$ cat config.mk
export PLATFORM = sky130hd
export DESIGN_NAME = hazard_scoreboard_ctrl
export DESIGN_NICKNAME = d
export VERILOG_FILES = /design/src/rtl/hazard_scoreboard_ctrl.sv
export SDC_FILE = /design/constraint.sdc
export NUM_CORES = 1
export LEC_CHECK = 0
export BUFFER_PORTS_ARGS = -buffer_cell sky130_fd_sc_hd__buf_2
export CAP_MARGIN = 20
export CORE_MARGIN = 2
export CORE_UTILIZATION = 56
export CTS_CLUSTER_DIAMETER = 120
export DETAILED_ROUTE_END_ITERATION = 8
export PLACE_DENSITY = 0.78
export REMOVE_ABC_BUFFERS = 1
export SLEW_MARGIN = 20
export SYNTH_ARGS = -nofsm -noshare
export SYNTH_HDL_FRONTEND = slang
export SYNTH_SLANG_ARGS = --single-unit
export TNS_END_PERCENT = 20
$ cat constraint.sdc
create_clock -name clk -period 3.14 [get_ports clk]
set_input_delay 0.157 -clock clk [delete_from_list [all_inputs] [get_ports clk]]
set_output_delay 0.157 -clock clk [all_outputs]
set_load 0.1 [all_outputs]
$ cat src/rtl/hazard_scoreboard_ctrl.sv
// rtl/hazard_scoreboard_ctrl.sv - decode->execute issue/stall controller with busy scoreboard
module hazard_scoreboard_ctrl #(
  parameter int NREGS   = 32,
  parameter int LATENCY = 3,
  parameter int CNT_W   = 16,
  localparam int AW     = $clog2(NREGS)
) (
  input  logic             clk,
  input  logic             rst,
  input  logic             id_valid,
  input  logic [AW-1:0]    id_rnum1,
  input  logic             id_use1,
  input  logic [AW-1:0]    id_rnum2,
  input  logic             id_use2,
  input  logic [AW-1:0]    id_wnum,
  input  logic             id_is_write_reg,
  input  logic             flush,
  output logic             stall,
  output logic             issue,
  output logic             is_nop,
  output logic             wb_valid,
  output logic [AW-1:0]    wb_wnum,
  output logic [NREGS-1:0] busy_vec,
  output logic [CNT_W-1:0] stall_cnt
);

  logic [NREGS-1:0]   busy_q, busy_d;
  logic [CNT_W-1:0]   cnt_q, cnt_d;
  logic [LATENCY-1:0] st_vld_q;
  logic [LATENCY-1:0] st_wr_q;
  logic [AW-1:0]      st_wnum_q [LATENCY];
  logic               hazard;

  // No bypass network: any pending write to a source or the destination blocks issue.
  always_comb begin
    hazard = (id_use1 & busy_q[id_rnum1])
           | (id_use2 & busy_q[id_rnum2])
           | (id_is_write_reg & busy_q[id_wnum]);
    stall  = id_valid & hazard & ~flush;
    issue  = id_valid & ~hazard & ~flush;
    is_nop = ~issue;
  end

  assign wb_valid  = st_vld_q[LATENCY-1] & st_wr_q[LATENCY-1];
  assign wb_wnum   = st_wnum_q[LATENCY-1];
  assign busy_vec  = busy_q;
  assign stall_cnt = cnt_q;

  // Clear of the retiring write first, then the issuing set, so set wins on a collision.
  always_comb begin
    busy_d = busy_q;
    if (wb_valid) begin
      busy_d[wb_wnum] = 1'b0;
    end
    if (issue && id_is_write_reg) begin
      busy_d[id_wnum] = 1'b1;
    end
    if (flush) begin
      busy_d = '0;
    end
    busy_d[0] = 1'b0;
  end

  always_comb begin
    cnt_d = cnt_q;
    if (stall && !(&cnt_q)) begin
      cnt_d = cnt_q + CNT_W'(1);
    end
  end

  always_ff @(posedge clk or negedge rst) begin
    if (!rst) begin
      busy_q   <= '0;
      cnt_q    <= '0;
      st_vld_q <= '0;
      st_wr_q  <= '0;
      for (int k = 0; k < LATENCY; k++) begin
        st_wnum_q[k] <= '0;
      end
    end else begin
      busy_q       <= busy_d;
      cnt_q        <= cnt_d;
      st_vld_q[0]  <= issue;
      st_wr_q[0]   <= issue & id_is_write_reg & (id_wnum != '0);
      st_wnum_q[0] <= issue ? id_wnum : '0;
      for (int k = 1; k < LATENCY; k++) begin
        st_vld_q[k]  <= flush ? 1'b0 : st_vld_q[k-1];
        st_wr_q[k]   <= flush ? 1'b0 : st_wr_q[k-1];
        st_wnum_q[k] <= flush ? '0 : st_wnum_q[k-1];
      end
    end
  end

endmodule

==> impl_metrics.py, run 1 <==
metrics = {
    "outcome": {
        "outcome": "completed",
    },
    "synth": {
        "ys.warnings.count": 0,
        "async_reset_ff_share_pct": 100,
        "syn_avg_cell_area_um2": 10.7,
        "seq_area_frac_synth_pct": 42.6,
        "ys_types": 57,
        "synth_seq_cells": 68,
        "syn_area_um2": 4000,
        "postSynthCellCount": 372,
        "ys.flop_type": "dfrtp_1",
        "synth_edf_count": 0,
    },
    "detailed_routing": {
        "dr.pass1.iters": 6,
        "drtAntennaViolNets": 0,
        "drtIter0Drc": 439,
        "num_vias": 3502,
        "finalWirelength_um": 11000,
        "via_per_inst": 6.52,
        "wl_per_cell_um": 20.5,
        "drcViolationCount": 0,
    },
    "timing": {
        "period_share_pct": 94.4,
        "skew_ns": 0.00664,
        "rsz0062_at_grt": "no",
        "slew_headroom_pct": 29.7,
        "fin_tns_setup_ns": 0,
        "fin_ws_ns": 0.176,
        "clock.fmax_ghz": 0.337,
        "setup_violations": 0,
        "hold_violations": 0,
        "tightestPinTransition_ns": 1.04,
        "report.final.slew_viol_count": 0,
        "min_period_ns": 2.96,
    },
    "final_layout": {
        "postLayoutCoreUtil_pct": 67.0,
        "fin_cells": 537,
        "drive_above_1_share_pct": 27.4,
        "area_growth_pct": 15.1,
        "final_cell_mix": "buf_2 (76), dfrtp_1 (68), nor2b_1 (19), and3_1 (19), nand3_1 (19)",
        "layout_commonest_cell": "buf_2",
        "fin_nets": 459,
        "antenna_cells": 0,
    },
    "critical_path": {
        "cp.arrival_ns": 2.81,
        "crit_path_max_fanout": 10,
        "endpoint_kind": "output pin",
        "cp_slowest_cell": "dfrtp_1",
        "rrSetupSlack_ns": 0.50,
        "slowest_delay_ns": 0.45,
        "cp-start-kind": "flip-flop",
        "path_class": "flip-flop to output pin",
        "worstPathRequired_ns": 2.98,
        "cp_cell_sequence": "mux2_1 > a221oi_1 > a2111oi_2 > o41ai_4 > o211ai_2 > nor2_4 > inv_2 > buf_2",
    },
    "pwr": {
        "p_leak_uw": 0.00231,
        "p_seq_share_pct": 44.4,
        "power_density_nw_per_um2": 467,
        "power_uw": 2150,
        "power.switching_uw": 772,
        "comb_power_share_pct": 22.5,
        "swShare_pct": 35.9,
        "ir_drop_mv": 0.681,
        "internal_power_uw": 1380,
        "p_clk_share_pct": 33.1,
    },
    "clocking": {
        "clk_pin_slew_ns": 0.08,
        "cts-root-buf": "clkbuf_8",
        "numCtsBuffers": 9,
        "cts.sinks": 68,
        "hold_buffers": 1,
        "post_cts_buffers": 0,
        "h-tree-depth": 3,
        "cts_tree": "yes",
        "cts.repair.resized": 0,
        "clk_path_buf_depth": 2,
        "insertion_delay_ns": 0.35,
    },
    "grt": {
        "gr-total-overflow": 0,
        "antenna_found_initial": 0,
        "grt_usage_pct": 29.6,
        "grt_pass1_vias": 3272,
        "grt_start_max_net_pins": 46,
        "grt_pass1_wl_um": 17400,
    },
    "flow_run": {
        "drv_cap": 0,
    },
    "floorplanning": {
        "placementRows": 30,
        "dieArea_um2": 7830,
        "coreArea_um2": 6870,
        "ioPinCount": 79,
        "die_h_um": 88.5,
        "start_util_pct": 58.2,
        "die_x_um": 88.5,
    },
    "place": {
        "place_ws_ns": 0.570,
        "placed_cells": 520,
        "gp_congestion": 0.952,
        "dpl.hpwl_um": 7860,
        "io_buffers": 77,
    },
    "min_path": {
        "hold_path.class": "input port to flip-flop",
    },
}
[cell type report]
| class | count | area (µm²) |
|---|---|---|
| fill | 554 | 2270 |
| inverter | 9 | 33.8 |
| sequential | 68 | 1700 |
| clock buffer | 10 | 128 |
| tap | 96 | 120 |
| timing repair buffer | 85 | 463 |
| multi-input combinational | 263 | 2090 |
| clock inverter | 6 | 63.8 |
[synthesized netlist by cell type, types with 2 or more instances]
cell type  instances  area (µm²)
and3_1            19         119
or3b_1             3        26.3
o21ai_0            8        40.0
o221ai_1           2        17.5
xor2_1             6        52.6
nand2_1           18        67.6
buf_2              4        20.0
o211ai_1           7        52.6
and2_1             2        12.5
a21oi_1           10        50.1
nor3b_1            4        30.0
inv_1              8        30.0
a22oi_1            2        15.0
or4_1              2        15.0
buf_6              2        22.5
buf_4              8        60.1
dfrtp_1           68        1700
nor2b_1           19         119
o21ai_1            7        35.0
mux2_1             5        56.3
nor2_1            14        52.6
nand4_1            4        25.0
mux4_2            15         338
xnor2_1            7        61.3
mux2i_1           15         150
a2111oi_2          2        30.0
o211a_1           15         150
a31o_1            16         140
nand3_1           19        95.1
clkbuf_1          16        60.1
o22ai_1            3        18.8
nand3b_1           9        67.6
nor3_1             9        45.0
[flip-flops by register name, indices dropped and copies added, names as in the netlist]
name / count
stall_cnt: 16
busy_vec: 31
st_wnum_q: 10
st_vld_q: 3
wb_wnum: 5
st_wr_q: 3
[kinds of logic after synthesis]
group,after synthesis,share of synthesized area (%)
other cells,1,0.0938
flops,68,42.6
buf+inv,41,5.13
compound gates,83,16.8
fa+ha+maj,1,0.313
simple gates,130,18.7
mux,35,13.6
xor+xnor,13,2.85
[power by group through the flow]
stage | sequential [µW] | clock [µW] | combinational (µW)
floorplan | 1180 | 0 | 126
global placement | 967 | 0 | 476
detailed placement | 969 | 0 | 483
CTS | 953 | 719 | 484
global route | 959 | 762 | 511
finish | 954 | 712 | 484
[through the flow]
stage | hold WS [ns] | instance area [µm²]
6_report | 0.219 | 4600
5_1_grt | 0.209 | 4600
4_1_cts | 0.198 | 4600
3_5_place_dp | 0.157 | 4400
3_3_place_gp | 0.149 | 4400
2_1_floorplan | -0.139 | 3830
[layer usage]
layer / global-route usage [%] / part of all wire, % / vias up
met5: 0 / 0 / -
met4: 9.50 / 2.4 / 0
met3: 7.46 / 9.1 / 28
met2: 47.4 / 48 / 213
met1: 39.9 / 41 / 1742
li1: - / - / 1519
[final timing paths]
| kind | from | endpoint | depth (start not counted) |
|---|---|---|---|
| worst min register to register | st_wnum_q[6]$_DFF_PN0_ | wb_wnum[1]$_DFF_PN0_ | 1 |
| worst max-delay path | busy_vec[3]$_DFF_PN0_ | is_nop | 8 |
| max in group asynchronous | rst | busy_vec[8]$_DFF_PN0_ | 3 |
| worst min-delay path | id_is_write_reg | st_wr_q[0]$_DFF_PN0_ | 3 |
| worst max register to register | busy_vec[3]$_DFF_PN0_ | busy_vec[12]$_DFF_PN0_ | 7 |
| min in group asynchronous | rst | stall_cnt[1]$_DFFE_PN0P_ | 2 |
[worst max-delay path, delay by kind of cell (launching register included)]
family / cells / cell delay, ns
AO/OA/AOI/OAI: 4 / 1.07
buffers and inverters: 2 / 0.33
flip-flops: 1 / 0.45
multiplexers: 1 / 0.31
AND/OR/NAND/NOR: 1 / 0.28
Note: power is estimated with default switching activity, not from simulation.
==> run 2, diff against run 1 <==
--- a/config.mk
+++ b/config.mk
@@ -5,14 +5,16 @@
 export SDC_FILE = /design/constraint.sdc
 export NUM_CORES = 1
 export LEC_CHECK = 0
+export ABC_AREA = 1
 export BUFFER_PORTS_ARGS = -buffer_cell sky130_fd_sc_hd__buf_2
 export CAP_MARGIN = 20
 export CORE_MARGIN = 2
-export CORE_UTILIZATION = 56
+export CORE_UTILIZATION = 57
 export CTS_CLUSTER_DIAMETER = 120
 export DETAILED_ROUTE_END_ITERATION = 8
 export PLACE_DENSITY = 0.78
 export REMOVE_ABC_BUFFERS = 1
+export SKIP_CTS_REPAIR_TIMING = 1
 export SLEW_MARGIN = 20
 export SYNTH_ARGS = -nofsm -noshare
 export SYNTH_HDL_FRONTEND = slang
==> run 2 against run 1 <==
  * Synthesized cell count rose by 76%
  * Hold slack improved by 0.0061 ns
  * Flip-flop and latch count did not move
  * Sequential share of layout area fell by 3.5 points
  * Sequential power barely moved
  * Global-route usage rose by 0.84 points
  * Clock power rose by 12%
  * Clock skew rose by 0.0046 ns
  * Via count rose by 32%
  * Final area rose by 10%
  * Critical endpoint is now issue
==> impl_metrics.py, run 2 <==
metrics = {
    "final_layout": {
        "area_growth_pct": 10.6,
        "largest_reg_flops": 31,
        "fin_nets": 734,
        "fillers": 739,
        "postLayoutCoreUtil_pct": 65.4,
        "fin_area_um2": 5080,
        "layout_commonest_cell": "nand2_1",
        "drive_above_1_share_pct": 20.1,
        "antenna_cells": 0,
        "final_cell_mix": "nand2_1 (132), inv_1 (85), buf_2 (77)",
    },
    "synth": {
        "ys_top_cells_by_count": "nand2_1 (132), inv_1 (85), dfrtp_1 (68), nor2_1 (68), nand3_1 (64)",
        "seq_area_frac_synth_pct": 37.0,
        "ys_types": 31,
        "synth_edf_count": 0,
        "syn_avg_cell_area_um2": 7.04,
        "yosysTopAreaCell": "dfrtp_1",
        "async_reset_ff_share_pct": 100,
        "syn_area_um2": 4590,
        "synth_seq_cells": 68,
        "ys.warnings.count": 0,
        "ys.flop_type": "dfrtp_1",
        "yosys.cell_count.top_type": "nand2_1",
        "synth_top_cell_area_share_pct": 37.0,
        "yosys-top-cells-area": "dfrtp_1 (37%), nand2_1 (11%), nand3_1 (7.0%)",
        "postSynthCellCount": 653,
    },
    "pwr": {
        "p_leak_uw": 0.00236,
        "power_density_nw_per_um2": 448,
        "power_uw": 2280,
        "ir_drop_mv": 0.719,
    },
    "grt": {
        "grt_util_met3_pct": 5.30,
        "antenna_found_initial": 0,
        "gr-total-overflow": 0,
        "grt_use_met1_pct": 41.1,
        "grt_usage_pct": 30.4,
        "grt_pass1_wl_um": 21000,
        "grt_pass1_vias": 4307,
        "grt_start_max_net_pins": 46,
        "grt.busiest_layer": "met2",
        "grt_util_met2_pct": 49.2,
    },
    "place": {
        "place_ws_ns": 0.802,
        "dpl-instance-area_um2": 4860,
        "dpl.hpwl_um": 9450,
        "io_buffers": 77,
        "gp_congestion": 0.986,
    },
    "detailed_routing": {
        "num_vias": 4632,
        "wl_per_cell_um": 16.0,
        "drtAntennaViolNets": 0,
        "dr.pass1.iters": 5,
        "finalWirelength_um": 13100,
        "via_per_inst": 5.66,
        "drtIter0Drc": 464,
        "drcViolationCount": 0,
    },
    "timing": {
        "rsz0062_at_grt": "no",
        "report.final.slew_viol_count": 0,
        "tightestPinTransition_ns": 0.817,
        "slew_headroom_pct": 45.6,
        "setup_violations": 0,
        "min_period_ns": 2.52,
        "hold_violations": 0,
        "period_share_pct": 80.2,
        "skew_ns": 0.0113,
        "fin_ws_ns": 0.622,
        "clock.fmax_ghz": 0.397,
    },
    "clocking": {
        "cts_tree": "yes",
        "numCtsBuffers": 9,
        "h-tree-depth": 3,
        "cts-root-buf": "clkbuf_8",
        "clk_pin_slew_ns": 0.07,
        "cts.sinks": 68,
        "clk_path_buf_depth": 2,
        "insertion_delay_ns": 0.35,
    },
    "critical_path": {
        "worstPathRequired_ns": 2.98,
        "crit_path_max_fanout": 7,
        "cp.arrival_ns": 2.36,
        "cp-start-kind": "flip-flop",
        "path_class": "flip-flop to output pin",
        "endpoint_kind": "output pin",
    },
    "outcome": {
        "outcome": "completed",
    },
    "min_path": {
        "hold_path.class": "input port to flip-flop",
    },
    "floorplanning": {
        "ioPinCount": 79,
        "coreArea_um2": 7770,
        "start_util_pct": 59.1,
        "die_h_um": 93.8,
        "dieArea_um2": 8790,
        "placementRows": 32,
        "die_x_um": 93.8,
    },
    "flow_run": {
        "drv_cap": 0,
    },
}
run 2: cell types whose count changed after synthesis, moves of 25 or more:
cell | before | now
nand2_1 | 18 | 132
inv_1 | 8 | 85
a21oi_1 | 10 | 35
o21ai_0 | 8 | 43
nor2_1 | 14 | 68
nand3_1 | 19 | 64
nand4_1 | 4 | 34
run 2: kinds of logic (layout without fill, tap and decap cells):
family          Yosys count  count (layout)  share of synthesized area [%]
flops                    68              68                           37.0
simple gates            337             337                           33.4
other cells               1               1                         0.0816
buf+inv                 127             190                           13.7
compound gates          105             105                           12.8
fa+ha+maj                 1               1                          0.272
xor+xnor                 14              14                           2.67
run 2: metal layers:
metal | routed length [µm] | up-vias
met4 | 226 | 0
met2 | 6260 | 251
met3 | 1140 | 27
met5 | 0 | -
met1 | 5490 | 2137
li1 | - | 2217
run 2: power by group:
part	switching [µW]	internal [µW]	leakage, µW	total (µW)
Clock	347	447	0.000102	794
Sequential	47.2	906	0.000942	953
Combinational	425	107	0.00131	532
run 2: cell type report:
| type | instances | area, µm² | area share, % |
|---|---|---|---|
| Multi-Input combinational cell | 458 | 2260 | 44.5 |
| Sequential cell | 68 | 1700 | 33.5 |
| Timing Repair Buffer | 82 | 425 | 8.37 |
| Inverter | 92 | 350 | 6.89 |
| Clock buffer | 10 | 128 | 2.51 |
| Tap cell | 102 | 128 | 2.51 |
| Clock inverter | 6 | 88.8 | 1.75 |
run 2: path summary, 6_finish.rpt:
path | from | to | slack [ns] | cells after the start
min | id_wnum[3] | st_wnum_q[13]$_DFF_PN0_ | 0.23 | 3
max in group asynchronous | rst | st_wnum_q[12]$_DFF_PN0_ | 1.76 | 3
min reg2reg | st_wnum_q[10]$_DFF_PN0_ | st_wnum_q[5]$_DFF_PN0_ | 0.47 | 2
max | busy_vec[30]$_DFF_PN0_ | issue | 0.62 | 12
min in group asynchronous | rst | stall_cnt[3]$_DFFE_PN0P_ | 0.43 | 2
max reg2reg | stall_cnt[0]$_DFFE_PN0P_ | stall_cnt[14]$_DFFE_PN0P_ | 0.79 | 9
run 2: stage by stage:
stage                     hold slack [ns]  TNS, ns  cells
after floorplan                    -0.139  -0.0923    618
after global placement              0.283        0    801
after detailed placement            0.300        0    801
after CTS                         -0.0796        0    817
after global routing                0.235        0    818
final                               0.226        0    818
run 2: worst max-delay path, cell delays in order, from the launching register on:
cell     delay, ns
dfrtp_1       0.40
inv_1         0.14
o21ai_0       0.10
nand2_1       0.08
nand3_1       0.07
nand3_1       0.12
nand3_1       0.08
nand3_1       0.10
nand2_1       0.10
nor2_4        0.16
nand2_2       0.14
inv_2         0.10
buf_2         0.42
